[config.mk]
export PLATFORM = sky130hd
export DESIGN_NAME = ifetch_queue
export DESIGN_NICKNAME = d
export VERILOG_FILES = /design/src/rtl/ifetch_queue.sv
export SDC_FILE = /design/constraint.sdc
export NUM_CORES = 1
export LEC_CHECK = 0
export ABC_AREA = 1
export BUFFER_PORTS_ARGS = -buffer_cell sky130_fd_sc_hd__buf_2
export CAP_MARGIN = 20
export CORE_AREA = 3 3 110 191
export DETAILED_ROUTE_END_ITERATION = 8
export DIE_AREA = 0 0 113 194
export MAX_ROUTING_LAYER = met4
export PLACE_DENSITY = 0.71
export SLEW_MARGIN = 20
export SYNTH_ARGS = -nofsm -noshare
export SYNTH_HDL_FRONTEND = slang
export SYNTH_SLANG_ARGS = --single-unit
[constraint.sdc]
create_clock -name clk -period 4.7 [get_ports clk]
set_input_delay 0.705 -clock clk [delete_from_list [all_inputs] [get_ports clk]]
set_output_delay 0.705 -clock clk [all_outputs]
set_load 0.05 [all_outputs]
[src/rtl/ifetch_queue.sv]
// Instruction fetch front end: issues in-order word fetches under a credit limit and buffers responses for decode.
// Optional IFETCH_MISALIGN_TRAP_EN: misaligned redirect raises fetch_fault and blocks fetching instead of aligning the target.
module ifetch_queue #(
  parameter int          DEPTH        = 2,
  parameter logic [31:0] RESET_VECTOR = 32'h0000_0000
) (
  input  logic        clk,
  input  logic        rst,
  input  logic        redirect,
  input  logic [31:0] redirect_pc,
  output logic        imem_req_valid,
  output logic [31:0] imem_req_addr,
  input  logic        imem_req_ready,
  input  logic        imem_rsp_valid,
  input  logic [31:0] imem_rsp_data,
  output logic        inst_valid,
  output logic [31:0] inst_data,
  output logic [31:0] inst_pc,
  input  logic        inst_ready,
  output logic        fetch_fault
);

  localparam int AW = (DEPTH > 1) ? $clog2(DEPTH) : 1;
  localparam int CW = $clog2(DEPTH) + 1;
  localparam logic [CW+1:0] DEPTH_L = (CW+2)'(DEPTH);

  logic [31:0]   r_fetch_pc;
  logic [CW-1:0] r_count;
  logic [CW-1:0] r_out;
  logic [CW-1:0] r_drop;
  logic [AW-1:0] r_q_head;
  logic [AW-1:0] r_q_tail;
  logic [AW-1:0] r_af_head;
  logic [AW-1:0] r_af_tail;
  logic          r_fault;

  logic [31:0] r_q_data [DEPTH];
  logic [31:0] r_q_pc   [DEPTH];
  logic [31:0] r_af     [DEPTH];

  logic [31:0]   w_redirect_pc;
  logic          w_misaligned;
  logic [CW+1:0] w_occ;
  logic          w_fire;
  logic          w_pop;
  logic          w_push;
  logic          w_rsp_drop;
  logic          w_rsp_inflight;
  logic [CW-1:0] w_drop_redirect;

`ifdef IFETCH_MISALIGN_TRAP_EN
  assign w_redirect_pc = redirect_pc;
  assign w_misaligned  = (redirect_pc[1:0] != 2'b00);
`else
  assign w_redirect_pc = redirect_pc & 32'hFFFF_FFFC;
  assign w_misaligned  = 1'b0;
`endif

  // Credit covers queued entries, live requests and stale responses still to be discarded.
  assign w_occ          = (CW+2)'(r_count) + (CW+2)'(r_out) + (CW+2)'(r_drop);
  assign imem_req_valid = !rst && !redirect && !r_fault && (w_occ < DEPTH_L);
  assign imem_req_addr  = r_fetch_pc;
  assign w_fire         = imem_req_valid && imem_req_ready;

  assign inst_valid = (r_count != '0);
  assign inst_data  = inst_valid ? r_q_data[r_q_head] : 32'h0;
  assign inst_pc    = inst_valid ? r_q_pc[r_q_head]   : 32'h0;
  assign w_pop      = inst_valid && inst_ready && !redirect;

  assign w_rsp_inflight = (r_drop != '0) || (r_out != '0);
  assign w_rsp_drop     = imem_rsp_valid && (r_drop != '0);
  assign w_push         = imem_rsp_valid && (r_drop == '0) && (r_out != '0) && !redirect && !rst;
  // A response landing in the redirect cycle belongs to the flushed stream.
  assign w_drop_redirect = r_drop + r_out - CW'(imem_rsp_valid && w_rsp_inflight);

  assign fetch_fault = r_fault;

  always_ff @(posedge clk) begin
    if (rst) begin
      r_fetch_pc <= RESET_VECTOR;
      r_count    <= '0;
      r_out      <= '0;
      r_drop     <= '0;
      r_q_head   <= '0;
      r_q_tail   <= '0;
      r_af_head  <= '0;
      r_af_tail  <= '0;
      r_fault    <= 1'b0;
    end else if (redirect) begin
      r_fetch_pc <= w_redirect_pc;
      r_count    <= '0;
      r_out      <= '0;
      r_drop     <= w_drop_redirect;
      r_q_head   <= '0;
      r_q_tail   <= '0;
      r_af_head  <= '0;
      r_af_tail  <= '0;
      r_fault    <= w_misaligned;
    end else begin
      if (w_fire) begin
        r_fetch_pc <= r_fetch_pc + 32'd4;
        r_af_tail  <= r_af_tail + 1'b1;
      end
      if (w_push) begin
        r_q_tail  <= r_q_tail + 1'b1;
        r_af_head <= r_af_head + 1'b1;
      end
      if (w_pop) begin
        r_q_head <= r_q_head + 1'b1;
      end
      if (w_rsp_drop) begin
        r_drop <= r_drop - 1'b1;
      end
      r_count <= r_count + CW'(w_push) - CW'(w_pop);
      r_out   <= r_out + CW'(w_fire) - CW'(w_push);
    end
  end

  // Storage arrays carry no reset; validity comes from the pointers and counters above.
  always_ff @(posedge clk) begin
    if (w_fire) begin
      r_af[r_af_tail] <= r_fetch_pc;
    end
    if (w_push) begin
      r_q_data[r_q_tail] <= imem_rsp_data;
      r_q_pc[r_q_tail]   <= r_af[r_af_head];
    end
  end

endmodule

Word-level counts from Yosys, hierarchy flattened
Memory sizes are Yosys's and may differ from the RTL's. A register that Yosys moved wholly into a read port is not among the register bits.
Cells that the tools add are included.
{ "totals": {"ff_bits": 42, "ramBits": 192, "input_bits": 70, "out_inout_bits": 99, "wordCells": 64, "n_memories": 3} }
{ "mem_list": {"columns": ["name", "words", "word_bits", "read_ports", "rd_ports_with_merged_regs", "write_ports", "line", "rtl"], "rows": [
  ["r_af", 2, 32, 1, 1, 1, "39", "logic [31:0] r_af [DEPTH];"],
  ["r_q_data", 2, 32, 1, 1, 1, "37", "logic [31:0] r_q_data [DEPTH];"],
  ["r_q_pc", 2, 32, 1, 1, 1, "38", "logic [31:0] r_q_pc [DEPTH];"]
]} }
{ "op_classes": {"n_addsub": 14, "n_lt_le_gt_ge": 1, "mux": 16, "n_reduce_logical": 21} }
{ "ops": {"columns": ["op", "n"], "rows": [
  ["two-way mux 32 bit", 4],
  ["adder 32 x 3 -> 32 bit, second input constant", 1],
  ["logical AND 1 bit", 11],
  ["two-way mux 1 bit", 10],
  ["nonzero test 2 bit", 5],
  ["subtractor 2 x 1 -> 2 bit", 3],
  ["adder 1 bit, second input constant", 4],
  ["adder 2 x 1 -> 2 bit", 2],
  ["adder 3 x 2 -> 4 bit", 1],
  ["less-than comparator 4 x 2 -> 1 bit, second input constant", 1],
  ["two-way mux 2 bit", 2],
  ["adder 2 x 2 -> 3 bit", 1],
  ["adder 2 bit", 1],
  ["zero test 1 bit", 2],
  ["zero test 2 bit", 1],
  ["OR reduction 2 bit", 1],
  ["subtractor 2 x 1 -> 2 bit, second input constant", 1],
  ["logical OR 1 bit", 1]
]} }

Logic depth before layout (Yosys ltp)
Gate-level depths: netlist (run 1).
{ "depth": {"depth_word": 7, "mapped_depth": 13, "ltp_nobuf": 13} }

Worst setup path after synthesis (run 1)
Ideal clock, no wire load.
{ "synth_path": {"path_type": "input-to-reg", "startpoint": "input imem_rsp_valid", "endpoint": "memory r_q_data[1][0] (enable)", "setup_time_ns": 0.484, "arrival_ns": 3.748, "required_ns": 4.216, "path_slack_ns": 0.468, "cell_stages": 4, "path_buffers": 0, "cell_sequence": "o21ai_0 nor2_1 nand2_1 nor2_1"} }
{ "synth_between": {"elab_chain_cells": 6} }
{ "synth_rtl": {"columns": ["item", "line", "rtl"], "rows": [
  ["start: declaration", "14", "input logic imem_rsp_valid,"],
  ["logical AND 1 bit (4 in a row)", "72", "assign w_push = imem_rsp_valid && (r_drop == '0) && (r_out != '0) && !redirect && !rst;"],
  ["two-way mux 1 bit", "124", "if (w_push) begin"],
  ["two-way mux 1 bit (not written as such)", "125", "r_q_data[r_q_tail] <= imem_rsp_data;"],
  ["end: declaration", "37", null]
]} }
Every way passes these cells.

Worst setup path after layout (run 1)
{ "layout_path": {"startpoint": "register r_count[1]", "endpoint": "output imem_req_valid"} }
{ "layout_between": {"elab_chain_cells": 4} }
{ "layout_rtl": {"columns": ["item", "line", "rtl"], "rows": [
  ["start: declaration", "28", "logic [CW-1:0] r_count;"],
  ["start signal: assignment", "114", "r_count <= r_count + CW'(w_push) - CW'(w_pop);"],
  ["adder 2 x 2 -> 3 bit", "60", "assign w_occ = (CW+2)'(r_count) + (CW+2)'(r_out) + (CW+2)'(r_drop);"],
  ["adder 3 x 2 -> 4 bit", "60", null],
  ["less-than comparator 4 x 2 -> 1 bit", "61", "assign imem_req_valid = !rst && !redirect && !r_fault && (w_occ < DEPTH_L);"],
  ["logical AND 1 bit", "61", null],
  ["end: declaration", "11", "output logic imem_req_valid,"]
]} }
Every way passes these cells.

==> run summary, run 1 <==
Antenna Cells = 0
Starting density of the core = 49.0%
Avg Cell Area, Syn = 10.9 um^2
Yosys cell types = 39
Crit Path Max Fanout = 3
Post-Layout Cell Count = 1307
Routed Antenna Nets = 0
H-tree depth = 1
Hpwl dp = 13.7 mm
Largest net degree at the start of global routing = 63
Crit path required time = 3.99 ns
Yosys reg bits = 226
Synthesized instance count = 891
Post-Syn Area = 9680 um^2
Clk sinks = 226
Clock buffer depth = 3
Number of synthesis warnings = 0
Reg-to-reg critical path startpoint = r_count[1]
Crit path from = r_count[1]
Layout cells sized above 1 = 24.8%
CP endpoint = imem_req_valid
Chip height = 194 um
GR Overflow Total = 0
Quantity of hold-fixing buffers added after cts = 0
Multi-input gate area = 2830 um^2
Overall Global Routing Usage = 18.7%
CP arrival = 2.37 ns
Run status = complete, no violations
Fin crit share = 65.5%
Static leakage = 4.50 nW
Die area = 21900 um^2
# setup viols final = 0
WS Path Type = flip-flop to output pin
Final Slew Violations = 0
Number of vias per cell = 5.10
Post-layout min period = 3.08 ns
Sw Share = 21.7%
Clock power share = 40.1%
Clock latency at the later pin of the worst-skew pair = 0.49 ns
Place WS = 1.94 ns
Syn-to-layout area delta = 17.4%
DRC Markers = 0
TritonCTS clock tree = yes
Worst Clk Skew = 0.00976 ns
Reg clk slew, reported paths = 0.07 ns
Worst-margin pin slew = 0.914 ns
Power share of the combinational group = 6.1%
Gpl congestion = 0.838
Total CTS buffers = 21
Number of global-route vias before repair = 6644
Root Driver = clkbuf_16
Post-CTS setup buffers = 0
Final hold viol count = 0
VDD IR max = 0.257 mV
Setup_tns = 0 ns
Post_cts resized = 0
RR Endpoint = r_out[1]
Routed wire length = 20.3 mm
Pwr/cell area = 365 nW/um^2
Placed Cells = 1270
Die W = 113 um
Initial antenna violation count = 0
Max-Cap Viols = 0
Register area = 6370 um^2
Drt pass-1 iters = 4
Register area share after synthesis = 65.8%
Fill cells = 1689
Net switching power = 0.898 mW
Hold crit path type = input pin to flip-flop
Worst reg2reg path depth = 11
NumNets Final = 1129
Final WS setup = 1.62 ns
Sequential share of power = 53.8%
Max_slew headroom = 39.0%
Core area = 19700 um^2
CP endpoint kind = output pin
Row count = 68
DRT iter0 DRCs = 409
First-pass GRT wire length = 32.5 mm
Total number of vias = 6668
IO Count = 169
P_int = 3.25 mW
Critical Path Start Type = flip-flop
Peak Freq = 325 MHz
FF-to-FF setup slack = 1.95 ns
Port buffer count = 161
RSZ-0062 raised after global routing = no
Drt wl/cell = 15.5 um
[kinds of logic (layout without fill, tap and decap cells)]
logic type	after synthesis	in the layout	synth area share (%)
AND/OR/NAND/NOR	358	358	15.4
AO/OA/AOI/OAI	136	136	7.47
multiplexers	30	30	3.49
other	1	5	0.0387
XOR/XNOR	10	10	0.905
flip-flops	226	226	65.8
buffers and inverters	119	286	5.42
adder cells (fa/ha/maj)	11	11	1.50
[per-stage QoR]
| step | hold WS (ns) | area [um^2] | util (%) | power [mW] |
|---|---|---|---|---|
| 6_report | 0.412 | 11400 | 57.6 | 4.14 |
| 5_1_grt | 0.391 | 11400 | 57.6 | 4.30 |
| 4_1_cts | 0.390 | 11400 | 57.5 | 4.18 |
| 3_5_place_dp | 0.457 | 10700 | 54.1 | 2.53 |
| 3_3_place_gp | 0.457 | 10700 | 54.1 | 2.52 |
| 2_1_floorplan | 0.447 | 9690 | - | 2.45 |
[worst max-delay path: stages (launching register included)]
cell and delay, ns:
dfxtp_1 0.41, inv_1 0.10, fa_1 0.54, inv_1 0.04
ha_1 0.16, nor2_1 0.21, nand3_1 0.11, inv_1 0.06
buf_2 0.25
[power by group through the flow]
stage / combinational [mW] / sequential [mW] / clock, mW
floorplan: 0.129 / 2.32 / 0
global placement: 0.247 / 2.27 / 0
detailed placement: 0.255 / 2.27 / 0
CTS: 0.256 / 2.23 / 1.70
global route: 0.278 / 2.23 / 1.79
finish: 0.253 / 2.23 / 1.66
[flip-flops by register name, indices dropped and copies added (netlist names), named ones only]
signal and cells:
r_drop 2, r_af_tail 1, r_af 60, r_q_pc 60, r_af_head 1, r_q_head 1
imem_req_addr 30, r_out 2, r_q_data 64, r_count 2, r_q_tail 1
[cells in the final DEF, fill, tap and decap left out, types with 4 or more instances in the layout]
| master | instances |
|---|---|
| o21ai_1 | 10 |
| o21ai_0 | 22 |
| a31oi_1 | 5 |
| nand2_1 | 251 |
| conb_1 | 5 |
| nor2_1 | 46 |
| clkbuf_16 | 23 |
| ha_1 | 10 |
| mux2_2 | 30 |
| inv_1 | 79 |
| nor2_2 | 7 |
| clkbuf_1 | 4 |
| a21oi_1 | 88 |
| buf_4 | 7 |
| clkinv_2 | 5 |
| xor2_1 | 5 |
| dfxtp_1 | 41 |
| xnor2_1 | 5 |
| o21ai_2 | 4 |
| nor2_4 | 5 |
| edfxtp_1 | 184 |
| buf_2 | 161 |
| nand3_1 | 35 |
[routing by layer]
layer / up-vias / part of all wire (%) / track usage, %
li1: 3308 / - / -
met1: 3121 / 38 / 20.7
met2: 189 / 55 / 33.9
met3: 50 / 4.5 / 1.97
met4: 0 / 3.2 / 7.58
met5: - / 0 / -
[layout make-up]
class	instances	share of cell area [%]
clock buffers	29	5.44
multi-input cells	550	24.9
well taps	245	2.70
flip-flops and latches	226	56.0
clock inverters	8	0.606
inverters	81	2.73
repair buffers	168	7.56
[Yosys cell counts (all sizes together)]
| cell | n | share of area (%) |
|---|---|---|
| nand3 | 38 | 2.1 |
| or2 | 3 | 0.19 |
| fa | 1 | 0.21 |
| inv | 80 | 3.1 |
| clkbuf | 24 | 0.93 |
| xor2 | 5 | 0.45 |
| nor3 | 3 | 0.16 |
| o21ai | 36 | 2.0 |
| conb | 1 | 0.039 |
| clkinv | 1 | 0.091 |
| nor2 | 59 | 2.7 |
| dfxtp | 42 | 8.7 |
| mux2 | 30 | 3.5 |
| edfxtp | 184 | 57 |
| buf | 14 | 1.3 |
| nand2 | 254 | 10 |
| a21oi | 91 | 4.8 |
| ha | 10 | 1.3 |
| a22oi | 1 | 0.078 |
| xnor2 | 5 | 0.45 |
| a31oi | 5 | 0.32 |
| nand4 | 1 | 0.22 |
| a21o | 1 | 0.078 |
| o21a | 2 | 0.16 |
[worst min path at each step]
stage | depth (start not counted) | slack (ns) | startpoint | endpoint
global placement | 2 | 0.46 | r_q_head | flip-flop
global route | 1 | 0.39 | imem_rsp_data[26] | r_q_data[0][26]
detailed placement | 2 | 0.46 | r_q_head | flip-flop
finish | 1 | 0.41 | imem_rsp_data[21] | r_q_data[1][21]
floorplan | 2 | 0.45 | r_q_head | flip-flop
CTS | 1 | 0.39 | imem_rsp_data[21] | r_q_data[1][21]
(Power assumes the default switching activity.)
==> inputs of run 2 (changes only) <==
--- a/config.mk
+++ b/config.mk
@@ -5,14 +5,14 @@
 export SDC_FILE = /design/constraint.sdc
 export NUM_CORES = 1
 export LEC_CHECK = 0
-export ABC_AREA = 1
+export ABC_AREA = 0
 export BUFFER_PORTS_ARGS = -buffer_cell sky130_fd_sc_hd__buf_2
 export CAP_MARGIN = 20
-export CORE_AREA = 3 3 110 191
+export CORE_AREA = 3 3 108 188
 export DETAILED_ROUTE_END_ITERATION = 8
-export DIE_AREA = 0 0 113 194
+export DIE_AREA = 0 0 111 191
 export MAX_ROUTING_LAYER = met4
-export PLACE_DENSITY = 0.71
+export PLACE_DENSITY = 0.72
 export SLEW_MARGIN = 20
 export SYNTH_ARGS = -nofsm -noshare
 export SYNTH_HDL_FRONTEND = slang
==> constraint.sdc (replaced) <==
create_clock -name clk -period 3.06 [get_ports clk]
set_input_delay 0.459 -clock clk [delete_from_list [all_inputs] [get_ports clk]]
set_output_delay 0.459 -clock clk [all_outputs]
set_load 0.05 [all_outputs]
==> run 2 against run 1 <==
Synthesized area shrank 3.2%. Clock power up 67%. First-iteration DRC count is 54% lower. Utilization rose by 1.8 points. Cell count is 16% lower. Via count shrank 15%. Register-to-register slack lost 1.8 ns. Critical path depth up 3. Largest cell class unchanged. Highest routed layer unchanged. Worst hold slack worse by 0.26 ns. Power is 61% higher.
==> run summary, run 2 <==
Run status = complete, no violations
Fin area = 11300 um^2 (-0.57%)
Chip height = 191 um (-1.5%)
Hold Startpoint = imem_rsp_data[7]
Synth top area cells = edfxtp_1, dfxtp_1, mux2i_1, mux2_2, nor2_1
WS Path Type = flip-flop to flip-flop
Crit path required time = 3.46 ns (-0.53 ns)
Post-synthesis mux area share = 10.8% (+7.3 points)
Yosys cell types = 49 (+26%)
Clock buffer depth = 3 (unchanged)
H-tree depth = 1 (unchanged)
Largest family of logic cells by synthesized area = multiplexers
Max_slew headroom = 49.8% (+11 points)
Hold crit path type = input pin to flip-flop
Max-Cap Viols = 0 (unchanged)
Final Slew Violations = 0 (unchanged)
Worst Clk Skew = 0.0146 ns (+0.00481 ns)
Largest net degree at the start of global routing = 63 (unchanged)
RR Endpoint = imem_req_addr[19]
DRC Markers = 0 (unchanged)
Most frequent cells in the layout = edfxtp_1, buf_2, nor2_1, mux2i_1, dfxtp_1
Critical Path Start Type = flip-flop
Avg Cell Area, Syn = 14.0 um^2 (+29%)
CP endpoint kind = flip-flop
Post-place instance area = 10600 um^2 (-1.1%)
Compound-Gate Fraction of Synth Area = 3.50% (-4.0 points)
Worst-margin pin slew = 0.753 ns (-0.162 ns)
Worst reg2reg path depth = 11 (unchanged)
GR Overflow Total = 0 (unchanged)
NumNets Final = 917 (-19%)
Die W = 111 um (-1.8%)
Routed Antenna Nets = 0 (unchanged)
Quantity of hold-fixing buffers added after cts = 0 (unchanged)
Biggest regs = r_q_data: 64 flops, r_af: 60 flops, r_q_pc: 60 flops
Top-area cell type share of the netlist area = 59.0% (+1.9 points)
Antenna Cells = 0 (unchanged)
Crit Path Max Fanout = 14 (+11)
Routed wire length = 18.6 mm (-8.7%)
Clk sinks = 226 (unchanged)
Top cell type by total area after synthesis = edfxtp_1
Pwr/cell area = 592 nW/um^2 (+62%)
DRT iter0 DRCs = 190 (-54%)
Post-synth EDFFs = 184 (unchanged)
Number of synthesis warnings = 0 (unchanged)
CP arrival = 3.29 ns (+0.92 ns)
Reg clk slew, reported paths = 0.07 ns (about the same)
Drt pass-1 iters = 4 (unchanged)
Core area = 19000 um^2 (-3.6%)
WHS Endpoint = r_q_data[1][7]
Synthesized instance count = 667 (-25%)
Overall Global Routing Usage = 17.8% (-0.88 points)
First-pass GRT wire length = 29.4 mm (-9.6%)
Starting density of the core = 49.2% (+0.18 points)
Yosys reg bits = 226 (unchanged)
Final hold viol count = 0 (unchanged)
Row count = 67 (-1.5%)
Commonest non-fill, non-tap cell in the layout = edfxtp_1
Hpwl dp = 12.8 mm (-6.5%)
Setup_tns = 0 ns (unchanged)
Clock latency at the later pin of the worst-skew pair = 0.50 ns (about the same)
Top_reg_cell synth = edfxtp_1
Total CTS buffers = 21 (unchanged)
Layout cells sized above 1 = 30.8% (+6.0 points)
Post-Syn Area = 9370 um^2 (-3.2%)
# setup viols final = 0 (unchanged)
FFs w/ async S/R, synth = 0% (unchanged)
TritonCTS clock tree = yes
Peak Freq = 346 MHz
Reg with most FFs = r_q_data
Post-synthesis simple-gate area fraction = 10.5% (-4.9 points)
Most common cell in the netlist = edfxtp_1
Initial antenna violation count = 0 (unchanged)
Post-layout min period = 2.89 ns
Area share of fa/ha/maj cells after synthesis = 1.55% (+0.050 points)
Die area = 21200 um^2 (-3.3%)
VDD IR max = 0.551 mV (+110%)
Syn-to-layout area delta = 20.6%
Register area share after synthesis = 68.0% (+2.2 points)
Total number of vias = 5694 (-15%)
Max reg flops = 64 (unchanged)
FF-to-FF setup slack = 0.17 ns (-1.78 ns)
Number of global-route vias before repair = 5760 (-13%)
Fin crit share = 94.4%
Reg-to-reg critical path startpoint = r_out[1]
IO Count = 169 (unchanged)
Drt wl/cell = 17.0 um (+9.3%)
Port buffer count = 161 (unchanged)
Most frequent cells after synthesis = edfxtp_1, nor2_1, mux2i_1
Root Driver = clkbuf_16
Worst hold path depth = 1 (unchanged)
XOR/XNOR Fraction of Synth Area = 2.90% (+2.0 points)
Static leakage = 4.18 nW (-7.0%)
Fill cells = 1544 (-8.6%)
Gpl congestion = 0.845 (+0.82%)
Number of vias per cell = 5.21 (+2.2%)
RSZ-0062 raised after global routing = no
run 2: changes by cell type after synthesis, sizes merged, moves of 8 or more:
cell	previous run	this run
nand3	38	10
xnor2	5	26
o22ai	0	9
nor4	0	8
nor2	59	96
mux2i	0	65
nand2	254	30
a21oi	91	14
nand4	1	10
inv	80	17
and2	0	12
o21ai	36	3
run 2: report_power, final:
group          switching (mW)  internal (mW)  leakage (nW)
registers              0.0674           3.38          2.02
clock network            1.07           1.70         0.363
logic                   0.295          0.169          1.80
run 2: area by class of cell:
type                       instances  area [um^2]  share of cell area (%)
clock buffer                      25          541                    4.79
clock inverter                    13          203                    1.79
tap                              241          302                    2.67
inverter                          17         66.3                   0.587
multi-input combinational        390         2790                    24.7
timing repair buffer             180         1020                    9.06
sequential                       226         6370                    56.4
run 2: worst max-delay path, stage by stage, from the launching register on:
cell       delay [ns]
dfxtp_1          0.39
inv_1            0.10
fa_1             0.53
inv_1            0.05
ha_1             0.30
nand4bb_2        0.31
nor2_8           0.14
inv_4            0.09
buf_4            0.19
nor4_4           0.33
nor3_1           0.09
a2111oi_2        0.27
run 2: metal layers:
layer  up-vias  wire length (um)  global-route usage (%)
met2       191              9790                    31.9
met3        52               982                    2.53
met5         -                 0                       -
met1      2677              6980                    19.4
li1       2774                 -                       -
met4         0               804                    8.68
run 2: stage by stage:
stage / hold WS [ns] / setup WS [ns] / cells / total power [mW] / util, %
after detailed placement: 0.502 / 0.136 / 1054 / 3.99 / 55.4
after CTS: 0.125 / 0.0888 / 1092 / 6.77 / 59.4
after global routing: 0.129 / 0.00189 / 1092 / 6.92 / 59.4
after global placement: 0.485 / 0.189 / 1054 / 3.97 / 55.4
final: 0.147 / 0.172 / 1092 / 6.69 / 59.4
after floorplan: 0.472 / 0.0166 / 671 / 3.83 / -
run 2: repair_timing:
| item | in CTS | in global routing |
|---|---|---|
| setup buffers | 0 | 0 |
| endpoints found under the setup margin | 0 | 2 |
| resized for setup | 0 | 1 |
run 2: worst max-delay path by stage:
| stage | start | to | slack [ns] | cells past startpoint |
|---|---|---|---|---|
| final | r_out[1] | imem_req_addr[19] | 0.17 | 11 |
| after global routing | r_out[1] | r_out[1] | 0.002 | 13 |
| after CTS | r_count[1] | imem_req_valid | 0.09 | 6 |
| after detailed placement | r_count[1] | r_out[1] | 0.14 | 13 |
| after global placement | r_count[1] | imem_req_addr[19] | 0.19 | 11 |
| after floorplan | r_out[1] | r_out[1] | 0.02 | 14 |
run 2: cells by family after synthesis:
| logic type | count (synthesis) |
|---|---|
| AO/OA/AOI/OAI | 50 |
| XOR/XNOR | 31 |
| adder cells (fa/ha/maj) | 11 |
| buffers and inverters | 55 |
| flip-flops | 226 |
| multiplexers | 97 |
| other | 1 |
| AND/OR/NAND/NOR | 196 |
==> inputs of run 3 (changes only) <==
--- a/config.mk
+++ b/config.mk
@@ -13,6 +13,7 @@
 export DIE_AREA = 0 0 111 191
 export MAX_ROUTING_LAYER = met4
 export PLACE_DENSITY = 0.72
+export RECOVER_POWER = 100
 export SLEW_MARGIN = 20
 export SYNTH_ARGS = -nofsm -noshare
 export SYNTH_HDL_FRONTEND = slang
==> run 3 against run 2 <==
The flow now finishes with violations (capacitance limit, slew limit). Register-to-register slack got worse by 0.03 ns. Clock power about the same. Sequential cell count did not move. Power is 0.26% lower. Die area stayed put. Global-route usage did not move. Non-clock buffer count unchanged.
==> run summary, run 3 (same netlist as run 2, synthesis figures left out) <==
Run status = finished with violations
Violated checks = capacitance limit, slew limit
VDD IR max = 0.555 mV (+0.73%)
WS Path Type = flip-flop to flip-flop
CP max-delay cell = fa_1
RR Endpoint = r_af[0][29]
Die W = 111 um (unchanged)
TritonCTS clock tree = yes
Clock latency at the later pin of the worst-skew pair = 0.50 ns (about the same)
Setup_tns = 0 ns (unchanged)
CP endpoint kind = flip-flop
Fin crit share = 95.3% (+0.89 points)
FF-to-FF setup slack = 0.14 ns (-0.03 ns)
GR met2 Demand/Resource = 31.9% (unchanged)
Net switching power = 1.44 mW (+0.32%)
Max_slew headroom = -13.6% (-63 points)
Crit Path Max Fanout = 30 (+16)
WHS Endpoint = r_q_data[1][19]
Hold Startpoint = imem_rsp_data[19]
CP arrival = 3.07 ns (-0.22 ns)
Total CTS buffers = 21 (unchanged)
Antenna Cells = 0 (unchanged)
Design Power = 6.67 mW (-0.26%)
Drt wl/cell = 17.1 um (+0.39%)
Most frequent cells in the layout = edfxtp_1, clkbuf_1, nor2_1, mux2i_1, buf_2
Number of vias per cell = 5.28 (+1.2%)
Crit path from = r_out[1]
Post-CTS setup buffers = 0 (unchanged)
# setup viols final = 0 (unchanged)
CP bufs+invs = 5 (+1)
Hpwl dp = 12.8 mm (unchanged)
Post-layout min period = 2.92 ns (+0.0272 ns)
Hold crit path type = input pin to flip-flop
Clock buffer depth = 3 (unchanged)
First-pass GRT wire length = 29.4 mm (unchanged)
Row count = 67 (unchanged)
Utilization after layout = 58.2% (-1.2 points)
Chip height = 191 um (unchanged)
Initial antenna violation count = 0 (unchanged)
Crit path required time = 3.21 ns (-0.25 ns)
Critical Path Start Type = flip-flop
Critical-path cell list = inv_1 > fa_1 > inv_1 > ha_1 > nand4bb_2 > nor2_8 > inv_4 > buf_4 > nor2_1 > buf_4
Final Slew Violations = 31 (+31)
Die area = 21200 um^2 (unchanged)
Root Driver = clkbuf_16
Reg clk slew, reported paths = 0.07 ns (about the same)
Max-Cap Viols = 1 (+1)
Clk sinks = 226 (unchanged)
Max reg flops = 64 (unchanged)
GR Overflow Total = 0 (unchanged)
Worst hold path depth = 1 (unchanged)
P_int = 5.23 mW (-0.42%)
DRT iter0 DRCs = 151 (-21%)
Worst-margin pin slew = 1.70 ns (+0.951 ns)
H-tree depth = 1 (unchanged)
Gpl congestion = 0.845 (unchanged)
Syn-to-layout area delta = 18.2%
Final WS setup = 0.145 ns (-0.0272 ns)
Total number of vias = 5761 (+1.2%)
DRC Markers = 0 (unchanged)
Gr busiest metal = met2
Clock power share = 41.6% (about the same)
Number of global-route vias before repair = 5760 (unchanged)
RSZ-0062 raised after global routing = no
Overall Global Routing Usage = 17.8% (unchanged)
Routed wire length = 18.6 mm (+0.39%)
Drt pass-1 iters = 4 (unchanged)
IO Count = 169 (unchanged)
Biggest regs = r_q_data: 64 flops, r_af: 60 flops, r_q_pc: 60 flops
Final hold viol count = 0 (unchanged)
Pwr/cell area = 603 nW/um^2 (+1.7%)
Reg with most FFs = r_q_data
Commonest non-fill, non-tap cell in the layout = edfxtp_1
Peak Freq = 343 MHz (-0.93%)
GRT met3 Usage = 2.53% (unchanged)
Worst Clk Skew = 0.0143 ns (-0.000314 ns)
Port buffer count = 161 (unchanged)
Placed Cells = 1054 (unchanged)
Sequential share of power = 51.7% (about the same)
Crit-path max cell delay = 0.53 ns (about the same)
Sw Share = 21.6% (+0.12 points)
Post-Layout Cell Count = 1092 (unchanged)
Met1 Use GR = 19.4% (unchanged)
Static leakage = 3.73 nW (-11%)
Starting density of the core = 49.2% (unchanged)
Worst reg2reg path depth = 10 (-1)
Largest net degree at the start of global routing = 63 (unchanged)
Layout cells sized above 1 = 14.2% (-17 points)
Place WS = 0.136 ns (unchanged)
Power share of the combinational group = 6.6% (-0.3 points)
CP delay by family, top = adder cells
Routed Antenna Nets = 0 (unchanged)
NumNets Final = 917 (unchanged)
Reg-to-reg critical path startpoint = r_out[1]
Core area = 19000 um^2 (unchanged)
run 3: changes by cell type in the layout (fill, tap and decap cells not counted), moves of 3 or more:
cell      change
buf_4         -4
mux2_2       -26
mux2_1       +26
buf_12        -4
clkbuf_1    +111
buf_2       -110
clkbuf_2      +4
clkbuf_4      +3
run 3: worst reg2reg max path, cell delays in order, from the launching register on:
cell	delay [ns]
dfxtp_1	0.39
inv_1	0.10
fa_1	0.53
inv_1	0.05
ha_1	0.30
nand4bb_2	0.31
nor2_8	0.14
inv_4	0.09
buf_4	0.18
nor2_1	0.11
buf_4	0.37
run 3: worst max-delay path by stage:
stage,endpoint,depth (start not counted)
after global routing,r_out[1],13
final,r_af[0][29],10
after floorplan,r_out[1],14
after global placement,imem_req_addr[19],11
after detailed placement,r_out[1],13
after CTS,imem_req_valid,6
run 3: through the flow:
stage / hold slack [ns] / area (um^2)
2_1_floorplan: 0.472 / 9400
3_3_place_gp: 0.485 / 10600
3_5_place_dp: 0.502 / 10600
4_1_cts: 0.125 / 11300
5_1_grt: 0.129 / 11100
6_report: 0.151 / 11100
run 3: layout make-up:
cell class,count,area [um^2]
multi-input cells,390,2770
fillers,1616,7960
well taps,241,302
inverters,17,66.3
clock buffers,25,541
repair buffers,180,822
flip-flops and latches,226,6370
clock inverters,13,203
run 3: power groups by stage:
stage,logic (mW),registers (mW),clock network (mW)
floorplan,0.237,3.59,0
global placement,0.456,3.52,0
detailed placement,0.467,3.52,0
CTS,0.469,3.45,2.85
global route,0.487,3.46,2.95
finish,0.442,3.45,2.78
run 3: timing repair:
item                       CTS  global route
setup endpoints to repair    0             2
resized for setup            0             1
hold buffers                 0             0
run 3: metal layers:
layer | wire, um | up-vias
met5 | 0 | -
met4 | 756 | 0
met3 | 907 | 52
met2 | 9740 | 189
met1 | 7220 | 2748
li1 | - | 2772
